**config.mk**
```make
export PLATFORM = sky130hd
export DESIGN_NAME = fetch_decode_unit
export DESIGN_NICKNAME = d
export VERILOG_FILES = /design/src/rtl/fetch_decode_unit.sv
export SDC_FILE = /design/constraint.sdc
export NUM_CORES = 1
export LEC_CHECK = 0
export BUFFER_PORTS_ARGS = -buffer_cell sky130_fd_sc_hd__buf_2
export CAP_MARGIN = 15
export CORE_ASPECT_RATIO = 0.6
export CORE_MARGIN = 3
export CORE_UTILIZATION = 35
export CTS_BUF_LIST = sky130_fd_sc_hd__clkbuf_8
export DETAILED_ROUTE_END_ITERATION = 16
export GPL_ROUTABILITY_DRIVEN = 1
export HOLD_SLACK_MARGIN = 0.03
export MAX_ROUTING_LAYER = met4
export PLACE_DENSITY = 0.67
export SYNTH_ARGS = -nofsm -noshare
export SYNTH_HDL_FRONTEND = slang
export SYNTH_SLANG_ARGS = --single-unit
```
**constraint.sdc**
```tcl
create_clock -name clk -period 1.7 [get_ports clk]
set_clock_uncertainty 0.2 [all_clocks]
set_input_delay 0.34 -clock clk [delete_from_list [all_inputs] [get_ports clk]]
set_output_delay 0.34 -clock clk [all_outputs]
set_load 0.1 [all_outputs]
```
**src/rtl/fetch_decode_unit.sv**
```systemverilog
`default_nettype none
// ============================================================================
// Module   : fetch_decode_unit
// Purpose  : Program counter, instruction register, combinational decode of
//            the latched 16-bit instruction and the memory address mux.
// Revision : 1.0 - initial release
// ============================================================================
module fetch_decode_unit #(
    parameter int                ADDR_W   = 8,
    parameter logic [ADDR_W-1:0] RESET_PC = '0
) (
    input  logic              clk,
    input  logic              reset,
    input  logic [15:0]       data_bus,
    input  logic              PC_L,
    input  logic              PC_I,
    input  logic              IR_L,
    input  logic              mem_addr_sel,
    output logic [ADDR_W-1:0] mem_addr,
    output logic [ADDR_W-1:0] pc,
    output logic [15:0]       ir,
    output logic [4:0]        opcode,
    output logic [2:0]        rd,
    output logic [2:0]        rs1,
    output logic [2:0]        rs2,
    output logic [ADDR_W-1:0] addr_field,
    output logic              is_arithmetic,
    output logic              is_immediate,
    output logic              is_load,
    output logic              is_store,
    output logic              is_jump_unconditional,
    output logic              is_jump_conditional,
    output logic              illegal
);

    localparam logic [4:0] c_OP_NOP   = 5'b00000;
    localparam logic [4:0] c_OP_LOAD  = 5'b00100;
    localparam logic [4:0] c_OP_STORE = 5'b00101;
    localparam logic [4:0] c_OP_ADD   = 5'b01000;
    localparam logic [4:0] c_OP_SUB   = 5'b01001;
    localparam logic [4:0] c_OP_INCR  = 5'b01100;
    localparam logic [4:0] c_OP_DECR  = 5'b01101;
    localparam logic [4:0] c_OP_SHL   = 5'b01110;
    localparam logic [4:0] c_OP_RRC   = 5'b01111;
    localparam logic [4:0] c_OP_JMP   = 5'b10000;
    localparam logic [4:0] c_OP_JNC   = 5'b10100;
    localparam logic [4:0] c_OP_JZ    = 5'b10101;
    localparam logic [4:0] c_OP_JNZ   = 5'b10110;
    localparam logic [4:0] c_OP_JC    = 5'b10111;

    logic [ADDR_W-1:0] r_pc;
    logic [15:0]       r_ir;
    logic [4:0]        w_opcode;
    logic [ADDR_W-1:0] w_addr_field;

    assign w_opcode     = r_ir[15:11];
    assign w_addr_field = r_ir[ADDR_W-1:0];

    // PC_L uses the address field of the IR as it stands before this edge
    always_ff @(posedge clk) begin
        if (reset) begin
            r_pc <= RESET_PC;
        end else if (PC_L) begin
            r_pc <= w_addr_field;
        end else if (PC_I) begin
            r_pc <= r_pc + ADDR_W'(1);
        end
    end

    always_ff @(posedge clk) begin
        if (reset) begin
            r_ir <= 16'h0000;
        end else if (IR_L) begin
            r_ir <= data_bus;
        end
    end

    always_comb begin
        rd                    = 3'd0;
        rs1                   = 3'd0;
        rs2                   = 3'd0;
        is_arithmetic         = 1'b0;
        is_immediate          = 1'b0;
        is_load               = 1'b0;
        is_store              = 1'b0;
        is_jump_unconditional = 1'b0;
        is_jump_conditional   = 1'b0;
        illegal               = 1'b0;
        case (w_opcode)
            c_OP_NOP: ;
            c_OP_ADD, c_OP_SUB: begin
                rd            = r_ir[10:8];
                rs1           = r_ir[7:5];
                rs2           = r_ir[4:2];
                is_arithmetic = 1'b1;
            end
            c_OP_INCR, c_OP_DECR, c_OP_SHL, c_OP_RRC: begin
                rd           = r_ir[10:8];
                is_immediate = 1'b1;
            end
            c_OP_LOAD: begin
                rd      = r_ir[10:8];
                is_load = 1'b1;
            end
            // the store source register travels on the rs2 read port
            c_OP_STORE: begin
                rs2      = r_ir[10:8];
                is_store = 1'b1;
            end
            c_OP_JMP: is_jump_unconditional = 1'b1;
            c_OP_JNC, c_OP_JZ, c_OP_JNZ, c_OP_JC: is_jump_conditional = 1'b1;
            default: illegal = 1'b1;
        endcase
    end

    assign mem_addr   = mem_addr_sel ? w_addr_field : r_pc;
    assign pc         = r_pc;
    assign ir         = r_ir;
    assign opcode     = w_opcode;
    assign addr_field = w_addr_field;

endmodule
`default_nettype wire

```
==> run summary, run 1 <==
The run finished, with violations left. The final reports fail on negative setup slack. The number of cells on the worst reg-to-reg path is 4.

The final clock period utilization by the worst path is 1.20. The vertical die dimension is between 50 and 60 microns. The area of the die came out at roughly 4800 sq um. The remaining global-route overflow is 0.

The critical path startpoint category is a flip-flop. The final antenna diode count is 0. The congestion estimate from routability-driven global placement came to ~0.83. The async set-or-reset flop fraction in the synthesized netlist is 0. In the synthesized netlist the dominant register cell turns out to be dfxtp_1. The initialized floorplan defines 17 standard-cell rows.

The worst hold path passes through 3 cells. The termination of the worst setup path is rs2[2]. Traced cell by cell, the critical path runs through buf_4 -> nor4b_4 -> buf_4 -> a22o_2 -> buf_12. Of the cells placed in the final design, the portion with a size suffix greater than 1 is 0.672. The boundary pin count came out at 83. The first global-routing pass estimated 6710 microns of wire. The total number of H-tree levels came out at 1.

The minimum setup slack in the final design came out at -348 ps. The worst setup path startpoint is ir[14]. The largest total area in the synthesized netlist belongs to dfxtp_1. The violation count after the first detailed-route iteration is 57. The worst hold slack across all endpoints is between 100 and 150 ps. The number of buffers added on ports came out at between 80 and 90. The critical-path maximum fanout is 7. The critical path data arrival time is 1510 ps. The via count of the first global-routing pass came out at 1302. The clock tree root driver cell is clkbuf_8. The top cell types in the final layout, fill and taps aside, are 47 x buf_2, 28 x buf_12, 24 x nor2_1.

Sorting the synthesized cells by area gives the leading types as dfxtp_1 35%, mux2i_1 13%, mux2_2 7.3%, buf_4 7.0%, nor2_1 7.0%. The TritonCTS sink count came out at 24. The half-perimeter wire length after detailed placement is between 3000 and 4000 microns. The final hold violation count is 0. Setup slack on the worst reg-to-reg path comes out at approximately 190 ps. Summing all placed instances gives a cell area of 2440 sq um. Leaving out fill and tap cells, the most frequent cell in the layout is buf_2. In this run the critical register-to-register path is launched from pc[0]. The number of remaining DRC errors came out at 0.

During synthesis, Yosys emitted a total of 0 warnings. The peak clock frequency supported by timing came out at between 400 and 500 MHz. The number of buffers on the longest clock path is 2.

The dominant delay contributor by cell family on the critical path is buffers and inverters. The number of antenna violations at the first check in global routing is 0. Entering global routing, the biggest net connects 17 pins. The count of final max-slew check failures was 0. The number of instances in the synthesized netlist is around 150. The worst-case headroom to the max-slew limit is 0.675. TritonCTS built the clock tree. The residual antenna-violating net count after detailed routing came out at 0. After clock tree synthesis, the clock-pin slew on the worst setup and hold paths is roughly 80 ps. The insertion delay of the later-clocked pin in the worst-skew pair came out at between 200 and 300 ps.

The setup violation total in the final timing report came out at 16. Power spread over the standard cell area amounts to 777 nW/um^2. The type of the worst min-delay path is primary input to flip-flop. The mean post-synth cell area came out at a little over 9 sq um. Counting buffers and inverters, the worst setup path is 5 cells deep. The number of nets in the finished design came out at 259. The proportion of netlist area held by the largest area contributor is 0.346. The shortest period the worst path allows came out at slightly above 2000 ps. The per-cell via count in the routed design is about 5.1.

The initial core utilization came out at 0.371. The number of fill cells came out at ~280. The largest individual stage delay along the critical path comes from the cell dfxtp_4. Synthesis produced a netlist with a net count of approximately 180. The area added between synthesis and finish came out at 84.9%. At the worst endpoint, the required time is 1160 ps. The number of buffers added by the clock tree synthesis step is 3. Setup repair after global routing could not meet its margin everywhere. The first detailed-routing pass took 4 iterations.

The area of the mapped netlist is between 1000 and 1500 sq um. The total via count in the routed design came out at between 1k and 1.5k. The worst stage delay on the critical path is 380 ps. The sequential-to-total area share from yosys stat came out at 0.346. Summed over all cells, the static leakage comes to around 1.2 nW. Among the stages of the critical path, the cell type that occurs most often is buf_4.

The area of all placed cells without fillers came out at 2570 sq um. The total wirelength of the detailed-routed design is roughly 4300 microns. The area of the core came out at between 3000 and 4000 sq um. Synthesis instantiated 34 different standard cells from the library. The buffering stage count on the worst path with inverters included came out at 3. The worst setup path is captured at an output port. From left edge to right edge, the die measures about 87 microns. By startpoint and endpoint, the worst setup path is classified as flip-flop to output port.

The endpoint identified for the worst register-to-register timing path is pc[6]. The max-cap violation count is 0. Across the VDD grid, the largest voltage drop is between 0.5 and 0.6 mV. Dividing the detail-routed wire length by the instance count gives between 15 and 20 microns. Across every metal layer, demand over resource in global routing totals 0.187. The number of enable flip-flop cells after synthesis came out at 0. The register bit total from synthesis came out at 24. The slew at the pin with the worst max-slew slack came out at 487 ps.
==> stage by stage <==
stage / instances / worst slack (ps) / util / TNS (ps) / power, mW
after floorplan: 152 / -1340 / - / -15170 / 1.41
after global placement: 276 / -54.7 / 0.653 / -403 / 1.64
after detailed placement: 276 / -116 / 0.653 / -749 / 1.65
after CTS: 282 / -371 / 0.683 / -4850 / 2.01
after global routing: 282 / -410 / 0.686 / -5690 / 2.08
final: 282 / -348 / 0.686 / -4760 / 2.00
==> layout make-up <==
class / instances / area (sq um) / area share
sequential: 24 / 538 / 0.209
inverter: 6 / 22.5 / 0.00876
timing repair buffer: 101 / 1020 / 0.396
clock buffer: 3 / 41.3 / 0.0161
tap: 47 / 58.8 / 0.0229
clock inverter: 1 / 3.75 / 0.00146
multi-input combinational: 100 / 888 / 0.346
==> how the worst min path moves through the flow <==
| stage | start | to | slack [ps] |
|---|---|---|---|
| 4_1_cts | data_bus[11] | ir[11] | 100 |
| 6_report | data_bus[11] | ir[11] | 100 |
| 3_5_place_dp | ir[8] | ir[8] | 310 |
| 5_1_grt | data_bus[4] | ir[4] | 120 |
| 2_1_floorplan | data_bus[11] | ir[11] | 290 |
| 3_3_place_gp | ir[0] | ir[0] | 310 |
==> cells by family after synthesis <==
group,after synthesis,synth area share
xor+xnor,4,0.0252
simple gates,49,0.201
mux,27,0.203
compound gates,19,0.103
fa+ha+maj,1,0.00900
buf+inv,28,0.114
flops,24,0.346
==> what timing repair did <==
item                                    CTS  global route
pin swaps                                 3             1
gates resized for setup                  17             4
setup buffers                             2             1
endpoints found under the setup margin   25            19
hold buffers                              0             0
==> state kept, by name (all words and copies together), names as in the netlist <==
name	flops
pc	8
ir	16
==> layer usage <==
| layer | share of wire | vias up | global-route usage |
|---|---|---|---|
| met5 | 0 | - | - |
| met4 | 0.0039 | 0 | 0.0179 |
| met3 | 0.075 | 2 | 0.0406 |
| met2 | 0.44 | 55 | 0.276 |
| met1 | 0.48 | 685 | 0.269 |
| li1 | - | 685 | - |
==> worst reg2reg max path, cell delays in order, from the launching register on <==
cell and delay, ps:
dfxtp_4 390, ha_1 180, nand2_1 90, or3_1 320
a311oi_1 240
==> cell usage after synthesis (2+ instances only) <==
master    number
mux2i_1       18
inv_1          5
a22o_1         3
nand4_1        2
a211oi_1       6
nand3_1        3
o21ai_0        2
nand2_1        2
a311oi_1       2
dfxtp_1       24
nor4b_4        2
and2_1         3
xor2_1         4
clkbuf_1       5
nand2b_1       2
buf_4         13
nor2_1        26
nor3b_1        2
mux2_2         9
or3_1          2
buf_2          4
==> where the power goes <==
part / internal (mW) / switching [mW]
clock: 0.161 / 0.171
sequential: 0.595 / 0.0646
combinational: 0.284 / 0.720
(Power assumes the default switching activity.)
==> run 2, diff against run 1 <==
REMOVE_ABC_BUFFERS = 1   (was unset)
==> run 2 against run 1 <==
Against the previous run:
- the flow still finishes with violations (negative setup slack)
- setup slack worse by 140 ps
- cell count rose by 8.2%
- design area is 17% higher
- non-clock buffer count rose by 24
- count of clock-buffer cells in the layout did not move
- critical path depth unchanged
- die area did not move
- total power grew 7.9%
- critical endpoint unchanged
- largest power group unchanged
==> run summary, run 2 (synthesized netlist as in run 1, its figures left out) <==
The flow ran to the end, but the final reports show violations. The checks that failed: negative setup slack. The relative contribution of combinational cells to total power came to 0.546 (+0.043). The maximum resistive drop on vdd came to 0.502 mV (-6.0%).

The number of remaining DRC errors came to 0 (unchanged). The half-perimeter wire length after detailed placement is 3960 microns (+16%). STA classifies the critical path startpoint as a flip-flop. The worst setup timing slack at the placement stage came out at -213 ps (-96.8 ps). In this run the most critical hold path is launched from data_bus[5]. Setup repair after global routing could not meet its margin everywhere. The total number of placement rows is 17 (unchanged). The launching point of the worst reg2reg path is pc[0].

The fraction of final layout cells sized beyond drive strength 1 came out at 0.651 (-0.0212). The total global routing track utilization came out at 0.248 (+0.0614). The critical-path maximum fanout is 6 (-1). The count of final max-slew check failures came out at 0 (unchanged). The max-cap violation count is 0 (unchanged).

The area of the core is 3740 sq um (unchanged). Leaving out fill and tap cells, the most frequent cell in the layout is buf_12. The residual antenna-violating net count after detailed routing was 0 (unchanged). The slowest stage of the critical path belongs to the cell dfxtp_4. The number of buffers added on ports came out at 82 (unchanged).

The number of buffers added by the clock tree synthesis step came out at 3 (unchanged). The clock tree root driver cell is clkbuf_8. The die extent in x is 87.4 microns (unchanged).

The worst hold slack across all endpoints came to 116 ps (+12.0 ps). The clock transition at the registers of the reported paths came to 80 ps (about the same). The final antenna diode count is 0 (unchanged). The global-route wire length before repair came out at 8450 microns (+26%).

The number of antenna violations at the first check in global routing was 0 (unchanged). The switching power share of the total is 0.462 (-0.0172). The setup violation total in the final timing report came out at 18 (+2). The power density normalized to cell area came out at 713 nW/um^2 (-8.2%). The wire length per cell is 19.0 microns (+23%). The number of nets in the finished design came out at 283 (+9.3%). The worst-case headroom to the max-slew limit came out at 0.669 (-0.00607). The boundary pin count came to 83 (unchanged). In this design, the critical path's most frequently occurring cell is buf_6. The critical path data arrival time is 1640 ps (+130 ps). The required arrival time at the worst endpoint came out at 1160 ps (about the same). The minimum setup slack in the final design came out at -485 ps (-136 ps).

The total via count in the routed design came out at 1580 (+11%). The via count of the first global-routing pass is 1605 (+23%). The shortest period the worst path allows is 2180 ps (+136 ps). The per-cell via count in the routed design came out at 5.18 (+2.4%). TritonCTS built the clock tree. The worst setup path startpoint is ir[13]. The peak clock frequency supported by timing is 458 MHz (-6.2%).

The vertical die dimension came to 54.8 microns (unchanged). The number of flip-flops in the largest register came to 16 (unchanged). The number of search-and-repair iterations in the first detailed-routing pass is 4 (unchanged).

The worst setup path is of the flip-flop to output port kind. The clock network fraction of design power came out at 0.152 (-0.015). In the layout the commonest cells are 45 x buf_12, 32 x buf_4, 23 x nor2_1.

The maximum number of pins on one net before global-route repair is 17 (unchanged). The slew at the pin with the worst max-slew slack came out at 496 ps (+9.10 ps). The remaining global-route overflow is 0 (unchanged). The initial core utilization is 0.371 (unchanged).

The placer's final routability congestion estimate came to 0.979 (+19%). STA classifies the critical path endpoint as an output port. The area added between synthesis and finish is 117%. The part of the total power dissipated in sequential elements is 0.302 (-0.028). The type of the worst min-delay path is primary input to flip-flop.

The TritonCTS sink count came to 24 (unchanged). The leakage power figure is 1.36 nW (+16%). The violation count after the first detailed-route iteration came out at 67 (+18%). Walking the worst path, the cells encountered are buf_6 -> nor4b_4 -> buf_6 -> a22o_1 -> buf_12.

The worst stage delay on the critical path came to 360 ps (-20 ps). The internal cell power is 1.16 mW (+11%). The number of buffers on the longest clock path came to 2 (unchanged). The area of the die is 4790 sq um (unchanged). The final hold violation count came out at 0 (unchanged). The total wirelength of the detailed-routed design was 5780 microns (+33%).

The total number of H-tree levels is 1 (unchanged). The final clock period utilization by the worst path was 1.29 (+0.0802). The insertion delay of the later-clocked pin in the worst-skew pair is 260 ps (about the same). The net switching power of the design is 0.995 mW (+4.0%).
## run 2: worst paths after layout
check	endpoint	slack, ps	depth (start not counted)
setup / recovery	rs2[2]	-480	5
hold / removal	ir[5]	120	3
setup reg to reg	pc[6]	160	4
hold reg to reg	pc[5]	360	2
## run 2: what timing repair did
| item | 4_1_cts | 5_1_grt |
|---|---|---|
| pin swaps | 5 | 10 |
| setup endpoints to repair | 28 | 30 |
| hold endpoints to repair | 0 | 0 |
| hold buffers | 0 | 0 |
| resized for setup | 45 | 34 |
| setup buffers | 2 | 6 |
## run 2: final cells by class
| class | count | area, sq um |
|---|---|---|
| Timing Repair Buffer | 125 | 1520 |
| Multi-Input combinational cell | 100 | 872 |
| Fill cell | 220 | 726 |
| Sequential cell | 24 | 503 |
| Tap cell | 47 | 58.8 |
| Clock buffer | 3 | 41.3 |
| Inverter | 6 | 22.5 |
## run 2: power groups by stage
stage	logic [mW]	registers (mW)	clock network, mW
5_1_grt	1.21	0.656	0.357
2_1_floorplan	0.293	1.03	0
3_3_place_gp	1.07	0.655	0
4_1_cts	1.12	0.645	0.337
3_5_place_dp	1.07	0.658	0
6_report	1.18	0.651	0.327
## run 2: metal layers
metal	part of all wire	vias to the layer above	GRT usage
met5	0	-	-
met4	0.021	0	0.0765
met3	0.048	10	0.0586
met2	0.51	57	0.414
met1	0.42	780	0.303
li1	-	733	-
## run 2: through the flow
step	setup TNS, ps	instance area, sq um	total power, mW	instances	util
final	-6120	3020	2.15	305	0.806
after global routing	-6970	3020	2.22	305	0.806
after CTS	-5360	2850	2.10	299	0.760
after detailed placement	-2310	2650	1.73	294	0.707
after global placement	-1270	2650	1.72	294	0.707
after floorplan	-77980	1250	1.32	130	-
## run 2: worst max-delay path, delay by kind of cell (launching register included)
kind,cells,cell delay [ps]
simple gates,1,340
compound gates,1,190
buf+inv,3,480
flops,1,360
==> run 3, diff against run 2 <==
CORE_ASPECT_RATIO = 1.75   (was 0.6)
==> run 3 against run 2 <==
Against the previous run:
- highest routed layer unchanged
- largest cell class unchanged
- register-to-register slack got worse by 80 ps
- routed wire length rose by 13%
- sequential share of layout area about the same
- non-clock buffer count stayed put
- die area up 0.11%
- design area up 0.37%
- sequential power barely moved
- the flow still finishes with violations (negative setup slack)
- clock power rose by 22%
==> run summary, run 3 (synthesized netlist as in run 1, its figures left out) <==
The global-route wire length before repair came out at 8760 microns (+3.6%). The max-cap violation count came out at 0 (unchanged). The routed length on met2 was 3490 microns (+18%). The worst-case headroom to the max-slew limit came out at 0.674 (+0.00484).

The remaining global-route overflow is 0 (unchanged). The setup violation total in the final timing report is 20 (+2). The number of fill cells came out at 178 (-19%).

Setup repair after global routing could not meet its margin everywhere. The number of cells on the worst reg-to-reg path is 4 (unchanged). The number of antenna violations at the first check in global routing is 0 (unchanged). The total wirelength of the detailed-routed design was 6530 microns (+13%). The initial core utilization was 0.372 (+0.000622).

The endpoint with the worst hold slack is ir[1]. The worst setup timing slack at the placement stage came to -162 ps (+51.2 ps). The placer's final routability congestion estimate came to 0.769 (-21%). The number of nets in the finished design is 283 (unchanged).

The area of the die came out at 4790 sq um (+0.11%). The insertion delay of the later-clocked pin in the worst-skew pair was 280 ps (+20 ps). The area of all placed cells without fillers is 3030 sq um (+0.37%).

The final core area utilization is 0.811 (+0.00436). The power density normalized to cell area came out at 739 nW/um^2 (+3.6%). The number of hold-repair buffers added at the cts stage was 0 (unchanged). The number of flip-flops in the largest register is 16 (unchanged). The worst hold slack across all endpoints is 100 ps (-15.8 ps).

The leakage power figure came out at 1.37 nW (+0.41%). STA classifies the critical path startpoint as a flip-flop. The maximum resistive drop on vdd is 0.873 mV (+74%).

Clock tree synthesis selected as its root buffer the cell clkbuf_8. The final antenna diode count was 0 (unchanged). The setup slack on the worst flop-to-flop path is 80 ps (-80 ps). The vertical die dimension is 89.4 microns (+63%). The number of cells on the worst hold path is 3 (unchanged). The total met3 wirelength after detailed routing is 505 microns (+82%). The TritonCTS clock tree is done. The setup path with the least slack is of type flip-flop to output port. The worst stage delay on the critical path came out at 400 ps (+40 ps). The number of buffers on the longest clock path is 2 (unchanged). The violation count after the first detailed-route iteration came out at 68 (+1.5%). The checks that failed: negative setup slack. The maximum number of pins on one net before global-route repair is 17 (unchanged). The half-perimeter wire length after detailed placement came out at 3840 microns (-2.9%). The library cell used most frequently in the layout, excluding fill and tap cells, is buf_12. The final clock period utilization by the worst path is 1.30 (+0.0129). The cell type of the slowest stage on the worst timing path is dfxtp_4. The buffering stage count on the worst path with inverters included was 4 (+1).

The fraction of final layout cells sized beyond drive strength 1 came out at 0.656 (+0.00521). In this run the critical register-to-register path is captured at pc[6]. The top cell types in the final layout, fill and taps aside, are 45 x buf_12, 31 x buf_4, 23 x nor2_1. The critical-path maximum fanout came to 3 (-3).

The worst setup path is captured at an output port. The boundary pin count is 83 (unchanged). The area of the core is 3740 sq um (-0.17%). The startpoint identified for the worst hold timing path is data_bus[1]. The shortest period the worst path allows is 2210 ps (+21.9 ps). The count of final max-slew check failures came out at 0 (unchanged). The minimum setup slack in the final design came to -507 ps (-21.9 ps). The area after detailed placement is 2610 sq um (-1.3%).

Among cell families on the critical path, the largest total delay comes from buffers and inverters. The number of buffers added on ports came out at 82 (unchanged). In this run the critical register-to-register path is launched from pc[2].

The per-cell via count in the routed design came out at 5.34 (+3.2%). The total number of placement rows is 29 (+12). The via count of the first global-routing pass is 1662 (+3.6%). The peak clock frequency supported by timing is 453 MHz (-0.99%). The min-delay analysis places its worst path in the category primary input to flip-flop. The TritonCTS sink count was 24 (unchanged).

Counting stages on the worst path, the most repeated cell is buf_6. The clock transition at the registers of the reported paths is 90 ps (about the same). The required arrival time at the worst endpoint is 1160 ps (about the same). The highest metal layer with signal wires is met4. The die extent in x came out at 53.6 microns (-39%).

The met1 layer wirelength in the final routing came out at 2420 microns (-0.25%). The wire length per cell is 21.4 microns (+13%). The area added between synthesis and finish is 118%. The final hold violation count came out at 0 (unchanged). The total number of H-tree levels came out at 1 (unchanged). The critical path data arrival time is 1670 ps (+30 ps). The critical path goes through buf_6 -> buf_6 -> o21ai_2 -> a222oi_1 -> inv_1 -> buf_12. The total via count in the routed design came out at 1630 (+3.2%). The flow ran to the end, but the final reports show violations.

The slew at the pin with the worst max-slew slack came out at 492 ps (-3.88 ps). The total global routing track utilization came out at 0.259 (+0.0109). The number of remaining DRC errors was 0 (unchanged). The residual antenna-violating net count after detailed routing came out at 0 (unchanged). The number of search-and-repair iterations in the first detailed-routing pass was 4 (unchanged). The number of buffers added by the clock tree synthesis step was 3 (unchanged).
run 3: changes by cell type in the layout (fill, tap and decap cells not counted):
cell / change
clkbuf_4: -2
buf_2: +1
dfxtp_2: +1
buf_6: +2
a22o_4: -1
buf_4: -1
dfxtp_1: -1
nor2_4: -1
a22o_1: +1
clkbuf_8: +1
a311oi_1: -1
nor2_2: +1
a311oi_2: +1
run 3: through the flow:
step | total power [mW] | setup TNS, ps | instances
global placement | 1.70 | -1400 | 291
floorplan | 1.32 | -77980 | 130
global route | 2.29 | -6960 | 305
finish | 2.24 | -6120 | 305
detailed placement | 1.72 | -1980 | 291
CTS | 2.18 | -5150 | 298
run 3: repair_timing:
item	CTS	global route
pin swaps	8	9
endpoints found under the setup margin	28	30
setup buffers	3	7
resized for setup	53	28
run 3: layout make-up:
class | count | area (sq um) | area share
timing repair buffer | 125 | 1530 | 0.504
multi-input combinational | 100 | 865 | 0.285
sequential | 24 | 504 | 0.166
tap | 46 | 57.6 | 0.0190
clock buffer | 4 | 55.1 | 0.0182
inverter | 6 | 22.5 | 0.00743
run 3: routing by layer:
| metal | GRT usage | vias up |
|---|---|---|
| met3 | 0.0601 | 13 |
| met5 | - | - |
| met2 | 0.435 | 93 |
| met1 | 0.280 | 786 |
| li1 | - | 738 |
| met4 | 0.126 | 0 |
run 3: how the worst max path moves through the flow:
stage               cells past startpoint  startpoint  slack (ps)                    end
global route                            6      ir[13]        -570                illegal
detailed placement                      4      ir[14]        -160                 rs2[0]
floorplan                               2      ir[15]       -3990  is_jump_unconditional
global placement                        5      ir[13]        -120                 rs2[1]
finish                                  6      ir[13]        -510                illegal
CTS                                     4      ir[14]        -440                 rs2[0]
run 3: worst reg2reg max path: cells and delay by family (launching register included):
kind,cells,cell delay (ps)
buffers and inverters,1,150
AO/OA/AOI/OAI,1,270
AND/OR/NAND/NOR,2,530
flip-flops,1,370
run 3: power by group:
group	leakage, nW	switching, mW	total (mW)	internal (mW)
sequential	0.203	0.0529	0.649	0.596
combinational	1.14	0.790	1.19	0.402
clock	0.0288	0.191	0.398	0.207
total	1.37	1.03	2.24	1.21
